<file path="src/rtl/restoring_divider_if.sv">
// restoring_divider_if: operand/result bundle for the sequential restoring divider.
// Latency: none, this is wiring only.
// Backpressure: none. The requester holds start until it sees the accept, or re-issues start once busy drops.
//
// Signals:
//   start     requester -> divider   request a division (sampled only while idle)
//   dividend  requester -> divider   numerator, latched on the accepting edge
//   divisor   requester -> divider   denominator, latched on the accepting edge
//   busy      divider -> requester   high whenever the divider is not idle
//   done      divider -> requester   one-cycle pulse, results valid in that cycle
//   quotient  divider -> requester   held until the next accepted start
//   remainder divider -> requester   held until the next accepted start
//   dbz       divider -> requester   divide-by-zero flag for the current result
//   ovf       divider -> requester   signed overflow flag (most-negative / -1)
interface restoring_divider_if #(
    parameter int N = 8
);
    logic         start;
    logic [N-1:0] dividend;
    logic [N-1:0] divisor;
    logic         busy;
    logic         done;
    logic [N-1:0] quotient;
    logic [N-1:0] remainder;
    logic         dbz;
    logic         ovf;

    // master issues requests; slave is the divider itself
    modport master (
        output start, dividend, divisor,
        input  busy, done, quotient, remainder, dbz, ovf
    );

    modport slave (
        input  start, dividend, divisor,
        output busy, done, quotient, remainder, dbz, ovf
    );
endinterface

</file>
<file path="src/rtl/restoring_divider.sv">
// restoring_divider: sequential N-bit restoring divider, one trial subtraction per clock.
// Latency: N+1 busy cycles from the accepting edge, done in the last of them; divide-by-zero gives 1 busy cycle.
// Backpressure: start is ignored while busy (including the done cycle). Results hold until the next accept.
//
// Ports:
//   clk    rising-edge clock
//   rst_n  asynchronous active-low reset; aborts any division in flight with no done pulse
//   divIf  restoring_divider_if.slave carrying start/dividend/divisor in and
//          busy/done/quotient/remainder/dbz/ovf out
//
// Build option: define RESTORING_DIVIDER_SIGNED_EN for two's-complement operands
// (quotient truncates toward zero, remainder takes the dividend's sign, ovf flags
// most-negative / -1). Without it the divider is unsigned and ovf is tied to 0.
module restoring_divider #(
    parameter int N = 8
) (
    input  logic               clk,
    input  logic               rst_n,
    restoring_divider_if.slave divIf
);

    localparam int CW = (N > 2) ? $clog2(N) : 1;

    localparam logic [1:0] IDLE = 2'd0;
    localparam logic [1:0] RUN  = 2'd1;
    localparam logic [1:0] DONE = 2'd2;

    localparam logic [CW-1:0] LAST_ITER = CW'(N - 1);

    // Ripple-borrow subtractor: returns {borrowOut, difference[N-1:0]} of a - b.
    // The top difference bit is never needed, because the restore path only keeps
    // N bits of the trial value and the partial remainder stays below the divisor.
    function automatic logic [N:0] binarySubtract(input logic [N:0] a, input logic [N:0] b);
        logic         borrow;
        logic [N-1:0] diff;
        borrow = 1'b0;
        diff   = '0;
        for (int i = 0; i <= N; i++) begin
            if (i < N) begin
                diff[i] = a[i] ^ b[i] ^ borrow;
            end
            borrow = (~a[i] & b[i]) | (~(a[i] ^ b[i]) & borrow);
        end
        return {borrow, diff};
    endfunction

`ifdef RESTORING_DIVIDER_SIGNED_EN
    function automatic logic [N-1:0] twosNeg(input logic [N-1:0] x);
        return ~x + 1'b1;
    endfunction

    logic qNeg;     // final quotient must be negated
    logic rNeg;     // final remainder must be negated
    logic ovfPend;  // operands were most-negative / -1
    logic ovfQ;
`endif

    logic [1:0]    state;
    logic [N-1:0]  accA;        // dividend shifting out, quotient bits shifting in
    logic [N-1:0]  divD;        // latched divisor (magnitude in signed builds)
    logic [N-1:0]  partP;       // partial remainder
    logic [CW-1:0] iterCount;
    logic [N-1:0]  quotientQ;
    logic [N-1:0]  remainderQ;
    logic          dbzQ;

    logic          accept;
    logic          divZero;
    logic          lastIter;
    logic [N-1:0]  opA;
    logic [N-1:0]  opD;
    logic [N:0]    trial;
    logic [N:0]    subRes;
    logic          borrowOut;
    logic [N-1:0]  nextP;
    logic [N-1:0]  nextA;
    logic [N-1:0]  finalQ;
    logic [N-1:0]  finalR;

    assign accept   = (state == IDLE) && divIf.start;
    assign divZero  = (divIf.divisor == '0);
    assign lastIter = (iterCount == LAST_ITER);

    // Operands as fed into the unsigned core.
    always_comb begin
        opA = divIf.dividend;
        opD = divIf.divisor;
`ifdef RESTORING_DIVIDER_SIGNED_EN
        // |most-negative| still fits as an unsigned N-bit value
        if (divIf.dividend[N-1]) opA = twosNeg(divIf.dividend);
        if (divIf.divisor[N-1])  opD = twosNeg(divIf.divisor);
`endif
    end

    // One restoring step: trial = {P, next dividend bit}; keep the difference
    // when it did not borrow, otherwise keep the trial (the restore).
    always_comb begin
        trial     = {partP, accA[N-1]};
        subRes    = binarySubtract(trial, {1'b0, divD});
        borrowOut = subRes[N];
        nextP     = borrowOut ? trial[N-1:0] : subRes[N-1:0];
        nextA     = {accA[N-2:0], ~borrowOut};
    end

    // Results as registered on the final iteration edge.
    always_comb begin
        finalQ = nextA;
        finalR = nextP;
`ifdef RESTORING_DIVIDER_SIGNED_EN
        if (qNeg) finalQ = twosNeg(nextA);
        if (rNeg) finalR = twosNeg(nextP);
`endif
    end

    always_ff @(posedge clk or negedge rst_n) begin
        if (!rst_n) begin
            state      <= IDLE;
            accA       <= '0;
            divD       <= '0;
            partP      <= '0;
            iterCount  <= '0;
            quotientQ  <= '0;
            remainderQ <= '0;
            dbzQ       <= 1'b0;
        end else begin
            case (state)
                IDLE: begin
                    if (accept) begin
                        if (divZero) begin
                            // No iterations: results are fixed, done follows next cycle.
                            state      <= DONE;
                            quotientQ  <= '1;
                            remainderQ <= divIf.dividend;
                            dbzQ       <= 1'b1;
                        end else begin
                            state     <= RUN;
                            accA      <= opA;
                            divD      <= opD;
                            partP     <= '0;
                            iterCount <= '0;
                            dbzQ      <= 1'b0;
                        end
                    end
                end
                RUN: begin
                    accA      <= nextA;
                    partP     <= nextP;
                    iterCount <= iterCount + 1'b1;
                    if (lastIter) begin
                        state      <= DONE;
                        quotientQ  <= finalQ;
                        remainderQ <= finalR;
                    end
                end
                DONE: begin
                    state <= IDLE;
                end
                default: begin
                    state <= IDLE;
                end
            endcase
        end
    end

`ifdef RESTORING_DIVIDER_SIGNED_EN
    always_ff @(posedge clk or negedge rst_n) begin
        if (!rst_n) begin
            qNeg    <= 1'b0;
            rNeg    <= 1'b0;
            ovfPend <= 1'b0;
            ovfQ    <= 1'b0;
        end else if (accept) begin
            qNeg    <= divIf.dividend[N-1] ^ divIf.divisor[N-1];
            rNeg    <= divIf.dividend[N-1];
            ovfPend <= (divIf.dividend == {1'b1, {(N-1){1'b0}}}) && (divIf.divisor == '1);
            ovfQ    <= 1'b0;
        end else if ((state == RUN) && lastIter) begin
            ovfQ <= ovfPend;
        end
    end

    assign divIf.ovf = ovfQ;
`else
    assign divIf.ovf = 1'b0;
`endif

    assign divIf.busy      = (state != IDLE);
    assign divIf.done      = (state == DONE);
    assign divIf.quotient  = quotientQ;
    assign divIf.remainder = remainderQ;
    assign divIf.dbz       = dbzQ;

endmodule

</file>
<file path="src/flat_wrapper.sv">
// flat-port wrapper written by rule: the top's interface ports become plain ports
module restoring_divider_flat 
#(
    parameter int N = 8
)
  (clk, rst_n, divIf_start, divIf_dividend, divIf_divisor, divIf_busy, divIf_done, divIf_quotient, divIf_remainder, divIf_dbz, divIf_ovf);
  restoring_divider_if #(.N(N)) divIf_i ();
  input  logic clk;
  input  logic rst_n;
  input wire logic [$bits(divIf_i.start)-1:0] divIf_start;
  input wire logic [$bits(divIf_i.dividend)-1:0] divIf_dividend;
  input wire logic [$bits(divIf_i.divisor)-1:0] divIf_divisor;
  output wire logic [$bits(divIf_i.busy)-1:0] divIf_busy;
  output wire logic [$bits(divIf_i.done)-1:0] divIf_done;
  output wire logic [$bits(divIf_i.quotient)-1:0] divIf_quotient;
  output wire logic [$bits(divIf_i.remainder)-1:0] divIf_remainder;
  output wire logic [$bits(divIf_i.dbz)-1:0] divIf_dbz;
  output wire logic [$bits(divIf_i.ovf)-1:0] divIf_ovf;
  assign divIf_i.start = divIf_start;
  assign divIf_i.dividend = divIf_dividend;
  assign divIf_i.divisor = divIf_divisor;
  assign divIf_busy = divIf_i.busy;
  assign divIf_done = divIf_i.done;
  assign divIf_quotient = divIf_i.quotient;
  assign divIf_remainder = divIf_i.remainder;
  assign divIf_dbz = divIf_i.dbz;
  assign divIf_ovf = divIf_i.ovf;
  restoring_divider #(.N(N)) u_core (.clk(clk), .rst_n(rst_n), .divIf(divIf_i));
endmodule
</file>
<file path="config.mk">
export PLATFORM = sky130hd
export DESIGN_NAME = restoring_divider_flat
export DESIGN_NICKNAME = d
export VERILOG_FILES = /design/src/rtl/restoring_divider_if.sv /design/src/rtl/restoring_divider.sv /design/src/flat_wrapper.sv
export SDC_FILE = /design/constraint.sdc
export NUM_CORES = 1
export LEC_CHECK = 0
export ABC_AREA = 0
export BUFFER_PORTS_ARGS = -buffer_cell sky130_fd_sc_hd__buf_2
export CAP_MARGIN = 20
export CORE_MARGIN = 4
export CORE_UTILIZATION = 30
export CTS_BUF_LIST = sky130_fd_sc_hd__clkbuf_4
export CTS_CLUSTER_DIAMETER = 30
export DETAILED_ROUTE_END_ITERATION = 8
export GPL_TIMING_DRIVEN = 0
export PLACE_DENSITY = 0.58
export SLEW_MARGIN = 20
export SYNTH_ARGS = -nofsm -noshare
export SYNTH_HDL_FRONTEND = slang
export SYNTH_SLANG_ARGS = --single-unit
</file>
<file path="constraint.sdc">
create_clock -name clk -period 5.3 [get_ports clk]
set_input_delay 0.265 -clock clk [delete_from_list [all_inputs] [get_ports clk]]
set_output_delay 0.265 -clock clk [all_outputs]
set_load 0.01 [all_outputs]
</file>
==> flow_summary.yaml <==
route:
  dr.pass1.iters: 4
  wirelength_um: 4852
  ant_nets: 0
  post_drt_wl_per_cell_um: 14.48
  drc_errors: 0
  drt_iter0_drc: 59
  vias: 1561
  vias_per_cell: 4.660
yosys:
  syn_nets: 222
  synthFlopType: "dfrtp_1"
  synth-seq-cells: 46
  async_flop_share: 1.000
  avgSynthCellArea_sq_um: 11.42
  ys_warn_count: 0
  synth_cell_types: 30
  synth_top_area_cell: "dfrtp_1"
  synth_edf_count: 0
  synthTopCellsByCount: "dfrtp_1, nand2_1, nor2_1"
  synth_top_area_share: 0.5221
  synthMostInstantiatedCell: "dfrtp_1"
  ys_seq_area_frac: 0.5221
  syn-cell-area_sq_um: 2205
  yosys-top-cells-area: "dfrtp_1, fa_1, mux2_2, a211oi_1, o21ai_1"
  synth_cells: 193
grt:
  grt_pass1_vias: 1672
  grt_pass1_wl_um: 8362
  overflow: 0
  grtUsageTotal: 0.1211
  grt_max_degree: 47
  grt_antenna_before_repair: 0
sta:
  setup_viol: 0
  finalCriticalPeriod_ps: 4588
  max_freq_ghz: 0.2180
  slew_headroom: 0.6046
  worstMarginPinSlew_ps: 593.2
  skew_ps: 8.382
  fin_tns_setup_ps: 0
  fin_ws_ps: 712.1
  slew_violations: 0
  fin_crit_sh: 0.8656
  hold_viol: 0
  rsz0062_at_grt: "false"
clock_tree:
  clkSinkCount: 46
  htree_levels: 2
  clockBufferDepth: 2
  cts_setup_buffers: 0
  root_buffer: "clkbuf_4"
  ctsResizeCount: 0
  clock_latency_ps: 360
  cts.clk_slew.worst_paths_ps: 130
  cts_tree: "yes"
  hold_buffers: 0
  numCtsBuffers: 5
outcome:
  outcome: "completed"
job:
  maxCapViolCount: 0
setup_path:
  start_kind: "register"
  cp.arrival_ps: 4900
  worst_ep_required_time_ps: 5610
  path_max_fanout: 9
  crit_type: "reg -> reg"
  end_kind: "register"
power_and_ir_drop:
  p_int_mw: 0.9697
  p_sw_mw: 0.6831
  clkPwrFrac: 0.100
  power_density_nw_per_um2: 641.6
  vdd.ir_drop.worst_mv: 0.1630
  p_leak_nw: 1.204
  power.total_mw: 1.653
  p_sw_frac: 0.4133
  sequentialPowerShare: 0.386
  pwr-share-comb: 0.513
floorplanning:
  initial_utilization: 0.3158
  row_count: 30
  core_sq_um: 6982
  die_h_um: 93.73
  fp.dieW_um: 93.73
  dieArea_sq_um: 8784
  ioPinCount: 39
final_layout:
  fin_nets: 267
  diodes: 0
  drive_gt1_frac: 0.2887
  ff_latch_area_sq_um: 1151
  area_growth_pct: 16.86
  final_util: 0.3690
  fillCellCount: 740
  multi_input_area_sq_um: 965.9
placement:
  dp_hpwl_um: 3631
  place_congestion: 0.8118
  portBuffers: 37
  pre_cts_ws_ps: 729.7
worst_hold_path:
  hold_path.class: "in -> reg"
layer usage:
metal,track usage,up-vias,part of all wire
met2,0.1821,29,0.46
met3,0.03606,8,0.046
met4,0.04212,0,0.017
met5,0,-,0
li1,-,757,-
met1,0.1655,767,0.48
power by group through the flow:
stage,combinational (mW),sequential [mW],clock (mW)
floorplan,0.583,0.659,0
global placement,0.847,0.643,0
detailed placement,0.859,0.649,0
CTS,0.862,0.641,0.172
global route,0.964,0.666,0.189
finish,0.848,0.639,0.166
sequential cells by signal (all words and copies together), names as in the netlist:
| signal | flops |
|---|---|
| u_core.iterCount | 3 |
| u_core.divIf.dbz | 1 |
| u_core.divD | 8 |
| u_core.divIf.remainder | 8 |
| u_core.accA | 8 |
| u_core.state | 2 |
| u_core.divIf.quotient | 8 |
| u_core.partP | 8 |
layout make-up:
cell class                 instances  share of cell area
buffer                            10             0.01943
clock buffer                       6             0.01748
clock inverter                     2            0.003400
inverter                          10             0.01457
multi-input combinational        127              0.3749
sequential                        46              0.4468
tap                               96             0.04662
timing repair buffer              38             0.07674
worst paths after layout:
path | start | endpoint | slack (ps) | depth (start not counted)
max reg2reg | u_core.divD[0] | u_core.divIf.remainder[4] | 710 | 13
min in group asynchronous | rst_n | u_core.divIf.dbz | 430 | 2
min reg2reg | u_core.divIf.remainder[0] | u_core.divIf.remainder[0] | 490 | 1
max in group asynchronous | rst_n | u_core.accA[1] | 4460 | 2
min | divIf_divisor[0] | u_core.divD[0] | 170 | 2
max | u_core.divD[0] | u_core.divIf.remainder[4] | 710 | 13
cell families (layout without fill, tap and decap cells):
group                    after synthesis  in the layout  share of synthesized area
other                                  1              1                   0.001701
adder cells (fa/ha/maj)               10             10                    0.08059
AO/OA/AOI/OAI                         51             51                     0.1532
flip-flops                            46             46                     0.5221
buffers and inverters                 20             66                    0.03973
multiplexers                          17             17                    0.08400
AND/OR/NAND/NOR                       48             48                     0.1186
cell usage in the layout (no fill, tap or decap), types with 2 or more instances in the layout:
master,netlist,layout
nor3_1,3,3
nand2b_1,3,3
mux2i_1,5,5
o2bb2ai_1,3,3
o21ai_1,13,13
mux2_2,12,12
dfrtp_1,46,46
a211oi_1,11,11
buf_2,4,40
nor2_1,14,14
clkbuf_1,3,3
buf_4,2,3
o21ai_0,2,2
inv_1,10,10
nor3b_1,5,5
a21o_1,8,8
clkbuf_4,0,6
ha_1,3,3
fa_1,7,7
a21oi_1,10,10
nand2_1,17,17
nor4_4,2,2
nor2b_1,2,2
critical path: stages, from the launching register on:
cell and delay, ps:
dfrtp_1 420, ha_1 220, fa_1 390, fa_1 390
fa_1 380, fa_1 380, fa_1 380, fa_1 400
fa_1 470, nand2b_1 100, buf_2 220, mux2_2 380
a211oi_1 280, a21o_1 110
through the flow:
step	cells	hold WS, ps	instance area, sq um
finish	335	173.5	2576
global route	335	164.7	2576
CTS	334	101.1	2564
detailed placement	326	461.3	2510
global placement	326	464.7	2510
floorplan	193	-30.59	2205
(Power assumes the default switching activity.)
